$ cat src/rtl/branch_resolver.sv
// rtl/branch_resolver.sv - in-flight branch prediction queue with resolution, BTB training and redirect
//
// Purpose: holds fetch-time prediction records in FIFO order, compares the
// oldest one against execute's actual outcome, trains the BTB, redirects
// fetch on a misprediction and keeps saturating statistics.
//
// Ports:
//   clk, reset                     clock, asynchronous active-low reset
//   fetch_valid/pc/pred_hit/pred_target, fetch_ready   prediction record push
//   res_valid/res_is_branch/res_taken/res_target       resolution of the head entry
//   update_en/update_pc/actual_target/actual_taken     BTB training (one-cycle pulse)
//   redirect_valid/redirect_pc                         fetch redirect (one-cycle pulse)
//   branch_count/mispredict_count                      saturating counters
//   underflow_err                                      sticky: resolve on empty queue
module branch_resolver #(
  parameter int DEPTH = 4
) (
  input  logic        clk,
  input  logic        reset,
  input  logic        fetch_valid,
  input  logic [31:0] fetch_pc,
  input  logic        pred_hit,
  input  logic [31:0] pred_target,
  output logic        fetch_ready,
  input  logic        res_valid,
  input  logic        res_is_branch,
  input  logic        res_taken,
  input  logic [31:0] res_target,
  output logic        update_en,
  output logic [31:0] update_pc,
  output logic [31:0] actual_target,
  output logic        actual_taken,
  output logic        redirect_valid,
  output logic [31:0] redirect_pc,
  output logic [31:0] branch_count,
  output logic [31:0] mispredict_count,
  output logic        underflow_err
);

  localparam int AW = (DEPTH > 1) ? $clog2(DEPTH) : 1;
  localparam int CW = AW + 1;
  localparam logic [CW-1:0] FULL = CW'(DEPTH);

  logic [31:0]   pc_mem  [DEPTH];
  logic          hit_mem [DEPTH];
  logic [31:0]   tgt_mem [DEPTH];

  logic [AW-1:0] head_q, head_d, tail_q, tail_d;
  logic [CW-1:0] count_q, count_d;

  logic        update_en_q, actual_taken_q, redirect_valid_q, underflow_q;
  logic [31:0] update_pc_q, actual_target_q, redirect_pc_q;
  logic [31:0] branch_count_q, mispredict_count_q;

  logic        head_hit;
  logic [31:0] head_pc, head_tgt;
  logic        pop, push, eff_taken, mispredict;

  assign head_pc  = pc_mem[head_q];
  assign head_hit = hit_mem[head_q];
  assign head_tgt = tgt_mem[head_q];

  // Readiness looks only at current occupancy, so a push beside a pop on a
  // full queue is refused even though a slot is being freed.
  assign fetch_ready = (count_q != FULL);
  assign pop         = res_valid && (count_q != '0);
  assign eff_taken   = res_is_branch && res_taken;
  assign mispredict  = pop && ((head_hit != eff_taken) ||
                               (head_hit && eff_taken && (head_tgt != res_target)));
  // A push arriving alongside a misprediction belongs to the wrong path.
  assign push        = fetch_valid && fetch_ready && !mispredict;

  always_comb begin
    head_d  = head_q;
    tail_d  = tail_q;
    count_d = count_q;
    if (mispredict) begin
      // Flush: discard every younger entry and realign the pointers.
      head_d  = tail_q;
      count_d = '0;
    end else begin
      if (pop)  head_d = head_q + AW'(1);
      if (push) tail_d = tail_q + AW'(1);
      case ({push, pop})
        2'b10:   count_d = count_q + CW'(1);
        2'b01:   count_d = count_q - CW'(1);
        default: count_d = count_q;
      endcase
    end
  end

  always_ff @(posedge clk) begin
    if (push) begin
      pc_mem[tail_q]  <= fetch_pc;
      hit_mem[tail_q] <= pred_hit;
      tgt_mem[tail_q] <= pred_target;
    end
  end

  always_ff @(posedge clk or negedge reset) begin
    if (!reset) begin
      head_q             <= '0;
      tail_q             <= '0;
      count_q            <= '0;
      update_en_q        <= 1'b0;
      update_pc_q        <= '0;
      actual_target_q    <= '0;
      actual_taken_q     <= 1'b0;
      redirect_valid_q   <= 1'b0;
      redirect_pc_q      <= '0;
      branch_count_q     <= '0;
      mispredict_count_q <= '0;
      underflow_q        <= 1'b0;
    end else begin
      head_q           <= head_d;
      tail_q           <= tail_d;
      count_q          <= count_d;
      // Non-branches that hit in the BTB are trained as not-taken to evict them.
      update_en_q      <= pop && (res_is_branch || head_hit);
      redirect_valid_q <= mispredict;
      if (pop) begin
        update_pc_q     <= head_pc;
        actual_target_q <= res_target;
        actual_taken_q  <= eff_taken;
      end
      if (mispredict)
        redirect_pc_q <= eff_taken ? res_target : head_pc + 32'd4;
      if (pop && res_is_branch && (branch_count_q != '1))
        branch_count_q <= branch_count_q + 32'd1;
      if (mispredict && (mispredict_count_q != '1))
        mispredict_count_q <= mispredict_count_q + 32'd1;
      if (res_valid && (count_q == '0))
        underflow_q <= 1'b1;
    end
  end

  assign update_en        = update_en_q;
  assign update_pc        = update_pc_q;
  assign actual_target    = actual_target_q;
  assign actual_taken     = actual_taken_q;
  assign redirect_valid   = redirect_valid_q;
  assign redirect_pc      = redirect_pc_q;
  assign branch_count     = branch_count_q;
  assign mispredict_count = mispredict_count_q;
  assign underflow_err    = underflow_q;

endmodule

$ cat config.mk
export PLATFORM = sky130hd
export DESIGN_NAME = branch_resolver
export DESIGN_NICKNAME = d
export VERILOG_FILES = /design/src/rtl/branch_resolver.sv
export SDC_FILE = /design/constraint.sdc
export NUM_CORES = 1
export LEC_CHECK = 0
export CAP_MARGIN = 5
export CORE_MARGIN = 4
export CORE_UTILIZATION = 48
export CTS_CLUSTER_DIAMETER = 80
export DETAILED_ROUTE_END_ITERATION = 8
export PLACE_DENSITY = 0.72
export SLEW_MARGIN = 40
export SYNTH_ARGS = -nofsm -noshare
export SYNTH_HDL_FRONTEND = slang
export SYNTH_SLANG_ARGS = --single-unit
$ cat constraint.sdc
create_clock -name clk -period 7.2 [get_ports clk]
set_clock_uncertainty 0.05 [all_clocks]
set_input_delay 1.44 -clock clk [delete_from_list [all_inputs] [get_ports clk]]
set_output_delay 1.44 -clock clk [all_outputs]
set_load 0.05 [all_outputs]
==> qor.yml, run 1 <==
logic_synthesis:
  synth.most_common_cell: "edfxtp_1"
  synth_area_per_cell_um2: 14.5
  synth_common_cells: "260 x edfxtp_1, 232 x nand2_1, 171 x dfrtp_1, 88 x xnor2_1, 65 x mux4_2"
  synth_top_area_share_pct: 43.8
  synth_edf_count: 260
  yosysWarnings: 0
  synthArstFlopShare_pct: 39.7
  synth_top_cell_by_area: "edfxtp_1"
  syn_nets: 1344
  synthDistinctLibCells: 49
  synth_area_leaders: "edfxtp_1 44%, dfrtp_1 24%, mux4_2 8.2%"
  postSynthCellCount: 1232
  ys.flop_type: "edfxtp_1"
  ys_seq_area_share_pct: 67.8
  ys_ff_latch: 431
  netlist_area_um2: 17800
cts:
  htreeDepth: 2
  cts.sinks: 431
  clk_latency_ns: 0.57
  postCtsSetupBuffers: 0
  cts_resized: 0
  clock_path_buffers: 3
  path_clk_slew_ns: 0.06
  clock-root-buffer: "clkbuf_16"
  holdBufCountCts: 0
  cts_tree: "done"
  cts_buffers: 45
die:
  rows: 70
  initial_core_util_pct: 48.7
  die_h_um: 201
  core_um2: 36600
  fp.dieW_um: 201
  pin_count: 268
  die-area_um2: 40300
sta:
  finalSetupTns_ns: 0
  slew_viol_final: 0
  setup_ws_ns: 2.25
  setup_viol: 0
  slew_headroom_pct: 44.7
  finalHoldWorstSlack_ns: 0.422
  worst_slew_pin_slew_ns: 0.829
  hold_violations: 0
  rsz0062_at_grt: "no"
  fmax_mhz: 202
  fin_crit_ns: 4.95
  fin_crit_sh_pct: 68.8
placement:
  io_buffers: 267
  hpwl_mm: 30.9
  gp_congestion: 0.808
  dpl_worst_slack_ns: 1.83
  postPlaceCellArea_um2: 21100
power:
  pwr_density_cell_nw_per_um2: 442
  p_leak_nw: 8.45
  vdd_drop_max_mv: 0.286
setup_path:
  cp_top_family: "simple AND/OR/NAND/NOR gates"
  worstPathRequired_ns: 7.65
  critPathMaxFanout: 33
  crit_chain: "buf_12 -> mux4_2 -> xnor2_1 -> nand4_1 -> nor4_2 -> nand3b_2 -> a21oi_4 -> nor2_1 -> fa_1 -> nand2_1 -> a2111oi_0 -> a221o_1"
  cp_num_buf_inv: 1
  cp-start-kind: "flip-flop"
  critPathCaptureType: "flip-flop"
  critPathKind: "flip-flop to flip-flop"
  critPathMaxStageDelay_ns: 0.68
  cp_slowest_cell: "dfrtp_4"
  worstPathArrival_ns: 5.40
run_status:
  outcome: "finished clean"
global_routing:
  grt_use_total_pct: 22.2
  grt_overflow: 0
  grt_pass1_wl_mm: 69.5
  grt_start_max_net_pins: 71
  grt_pass1_vias: 11576
  antenna_found_initial: 11
final_layout:
  fin_nets: 1625
  design_area_um2: 22700
  area_growth_pct: 27.3
  fin_util_pct: 62.0
  drive_above_1_share_pct: 11.5
route:
  ant_nets: 0
  drc: 0
  routed_wl_mm: 44.9
  viasPerCell: 5.59
  vias: 11316
  drtIter0Drc: 828
  wl_per_cell_um: 22.2
  drtPass1Iterations: 5
worst_hold_path:
  hold_class: "flip-flop to flip-flop"
run:
  max_cap_violations: 0
[area by class of cell]
cell class | count | area [µm²]
Clock buffer | 52 | 1170
Multi-Input combinational cell | 737 | 5490
Tap cell | 468 | 586
Fill cell | 2697 | 13900
Clock inverter | 32 | 392
Timing Repair Buffer | 283 | 2910
Inverter | 15 | 56.3
Antenna cell | 5 | 12.5
Sequential cell | 431 | 12100
[per-stage QoR]
stage	instances	total power [mW]
5_1_grt	2022	10.5
6_report	2023	10.0
2_1_floorplan	1232	6.26
3_3_place_gp	1925	7.53
4_1_cts	2018	10.1
3_5_place_dp	1934	7.66
[cells by family after synthesis]
logic type               after synthesis  synth area share, %
AND/OR/NAND/NOR                      453                 11.5
flip-flops                           431                 67.8
XOR/XNOR                             124                 6.09
multiplexers                         105                 10.7
buffers and inverters                 64                 1.73
AO/OA/AOI/OAI                         46                 1.51
adder cells (fa/ha/maj)                9                0.673
[registers in the layout (all words and copies together) (netlist names)]
name and cells:
redirect_pc 32, actual_taken 1, update_pc 32, actual_target 32, pc_mem 128, hit_mem 4, underflow_err 1, mispredict_count 32
update_en 1, tail_q 2, tgt_mem 128, branch_count 32, head_q 2, redirect_valid 1, count_q 3
[worst reg2reg max path: cells and delay by family, from the launching register on]
family | cells | cell delay (ns)
AND/OR/NAND/NOR | 5 | 1.36
buffers and inverters | 1 | 0.29
flip-flops | 1 | 0.68
XOR/XNOR | 1 | 0.31
adder cells (fa/ha/maj) | 1 | 0.52
AO/OA/AOI/OAI | 3 | 1.06
multiplexers | 1 | 0.62
[routing by layer]
layer	part of all wire, %	vias up	track usage (%)
met5	0.17	-	0
li1	-	5048	-
met1	41	5755	30.2
met3	7.9	77	5.74
met2	49	424	35.6
met4	2.3	12	6.83
[placed cells by master (no fill, tap or decap), drive strengths merged, types with 19 or more instances in the layout]
cell type and count:
clkinv 19, nor3 21, nand2 233, clkbuf 53
edfxtp 260, nand4 36, nand3 53, a21oi 34
xor2 36, mux2 39, mux4 65, nor2 62
clkdlybuf4s50 266, xnor2 88, dfrtp 171
[final timing paths]
kind                            depth (start not counted)  slack [ns]          from                to
worst max-delay path                                   12        2.25     head_q[0]        count_q[1]
worst min-delay path                                    2        0.42  update_pc[6]      update_pc[6]
worst max register to register                         12        2.25     head_q[0]        count_q[1]
worst min register to register                          2        0.42  update_pc[6]      update_pc[6]
max in group asynchronous                               2        5.19         reset         head_q[0]
min in group asynchronous                               1        0.82         reset  branch_count[21]
[where the power goes]
part | internal [mW] | switching [mW]
sequential | 3.26 | 0.361
clock | 1.47 | 0.980
combinational | 1.47 | 2.50
Note: power is estimated with default switching activity, not from simulation.
==> run 2: changes to the inputs <==
clock period = 5.07 ns   (was 7.2 ns; I/O delays follow)
==> qor.yml, run 2 (synthesis results as in run 1) <==
run_status:
  outcome: "finished clean"
sta:
  fin_crit_ns: 4.30  # -0.649 ns
  hold_violations: 0  # unchanged
  finalSetupTns_ns: 0  # unchanged
  fmax_mhz: 232  # +15%
  fin_crit_sh_pct: 84.9  # +16 points
  slew_viol_final: 0  # unchanged
  slew_headroom_pct: 49.5  # +4.8 points
  rsz0062_at_grt: "no"
  setup_viol: 0  # unchanged
  worst_slew_pin_slew_ns: 0.747  # -0.0819 ns
die:
  die_h_um: 201  # unchanged
  initial_core_util_pct: 48.7  # unchanged
  pin_count: 268  # unchanged
  rows: 70  # unchanged
  core_um2: 36600  # unchanged
  fp.dieW_um: 201  # unchanged
  die-area_um2: 40300  # unchanged
setup_path:
  critPathCaptureType: "flip-flop"
  crit_chain: "mux4_2 -> xnor2_1 -> nand4_1 -> nor4_2 -> nand3b_2 -> a21oi_4 -> nor2_1 -> fa_1 -> nand2_1 -> a2111oi_0 -> a221o_1"
  critPathMaxStageDelay_ns: 0.81  # +0.13 ns
  cp_slowest_cell: "dfrtp_4"
  critPathMaxFanout: 30  # -9.1%
  critPathKind: "flip-flop to flip-flop"
  cp-start-kind: "flip-flop"
  worstPathArrival_ns: 4.73  # -0.67 ns
  worstPathRequired_ns: 5.49  # -2.16 ns
power:
  power_mw: 14.1  # +40%
  p_leak_nw: 8.42  # -0.30%
  pwr_density_cell_nw_per_um2: 622  # +41%
  vdd_drop_max_mv: 0.402  # +41%
cts:
  cts_buffers: 45  # unchanged
  path_clk_slew_ns: 0.06  # about the same
  postCtsSetupBuffers: 0  # unchanged
  holdBufCountCts: 0  # unchanged
  cts_resized: 0  # unchanged
  clock_path_buffers: 3  # unchanged
  htreeDepth: 2  # unchanged
  cts_tree: "done"
  clock-root-buffer: "clkbuf_16"
  clk_latency_ns: 0.55  # -0.02 ns
  cts.sinks: 431  # unchanged
route:
  vias: 11151  # -1.5%
  viasPerCell: 5.51  # -1.6%
  drtIter0Drc: 859  # +3.7%
  drtPass1Iterations: 5  # unchanged
  drc: 0  # unchanged
  routed_wl_mm: 44.0  # -1.9%
  wl_per_cell_um: 21.7  # -2.0%
  ant_nets: 0  # unchanged
final_layout:
  final_cell_mix: "266 x clkdlybuf4s50_1, 260 x edfxtp_1, 231 x nand2_1"
  fillers: 2754  # +2.1%
  area_growth_pct: 26.7
  design_area_um2: 22600  # -0.45%
  largestRegisters: "pc_mem: 128 flops, tgt_mem: 128 flops"
  final_common_cell: "clkdlybuf4s50_1"
  fin_nets: 1629  # +0.25%
  final_cells: 2025  # +0.099%
  drive_above_1_share_pct: 11.5  # -0.094 points
worst_hold_path:
  hold_class: "input pin to async pin"
global_routing:
  grt_pass1_vias: 11333  # -2.1%
  grt_pass1_wl_mm: 67.7  # -2.6%
  grt_start_max_net_pins: 112  # +58%
  grt_use_total_pct: 21.5  # -0.70 points
  grt_overflow: 0  # unchanged
  antenna_found_initial: 6  # -5
placement:
  hpwl_mm: 30.0  # -3.0%
  gp_congestion: 0.805  # -0.35%
  postPlaceCellArea_um2: 21100  # -0.11%
  dp_cells: 1938  # +0.21%
  io_buffers: 267  # unchanged
run:
  max_cap_violations: 0  # unchanged
[run 2: cell types whose count changed in the layout (fill, tap and decap cells not counted), moves of 2 or more]
cell	delta
bufinv_16	-3
buf_12	-5
diode_2	-2
clkbuf_1	+8
clkbuf_16	+2
clkinv_1	-5
buf_4	+8
[run 2: final cells by class]
class	count	area, µm²	share of cell area, %
flip-flops and latches	431	12100	53.5
multi-input cells	737	5480	24.2
repair buffers	287	2900	12.8
clock buffers	63	1260	5.56
well taps	468	586	2.59
clock inverters	21	235	1.04
inverters	15	56.3	0.249
diodes	3	7.51	0.0332
[run 2: final timing paths]
| kind | startpoint | endpoint | slack, ns | cells past startpoint |
|---|---|---|---|---|
| worst max-delay path | head_q[0] | count_q[1] | 0.77 | 11 |
| worst min-delay path | reset | branch_count[20] | 0.40 | 1 |
| worst max register to register | head_q[0] | count_q[1] | 0.77 | 11 |
| worst min register to register | underflow_err | underflow_err | 0.42 | 1 |
| max in group asynchronous | reset | update_pc[26] | 3.61 | 2 |
| min in group clk | underflow_err | underflow_err | 0.42 | 1 |
[run 2: worst max-delay path: cells and delay by family (launching register included)]
kind | cells | cell delay [ns]
flops | 1 | 0.81
compound gates | 3 | 0.89
xor+xnor | 1 | 0.34
fa+ha+maj | 1 | 0.51
mux | 1 | 0.59
simple gates | 5 | 1.03
[run 2: metrics by stage]
step	hold WS (ns)	setup WS, ns	utilization, %
finish	0.398	0.766	61.8
floorplan	0.492	0.282	-
CTS	0.418	0.664	61.7
detailed placement	0.406	0.548	57.6
global placement	0.391	0.714	57.6
global route	0.420	0.538	61.8
[run 2: routing by layer]
layer  up-vias  GRT usage (%)  share of wire, %
met5         -              0             0.068
met4         6           5.46               2.1
met3        56           4.14               7.2
met2       438           34.2                48
met1      5618           31.0                43
li1       5033              -                 -
[run 2: where the power goes]
part           total (mW)  switching, mW  internal, mW
clock                3.31           1.33          1.99
combinational        5.55           3.48          2.07
sequential           5.19          0.561          4.63
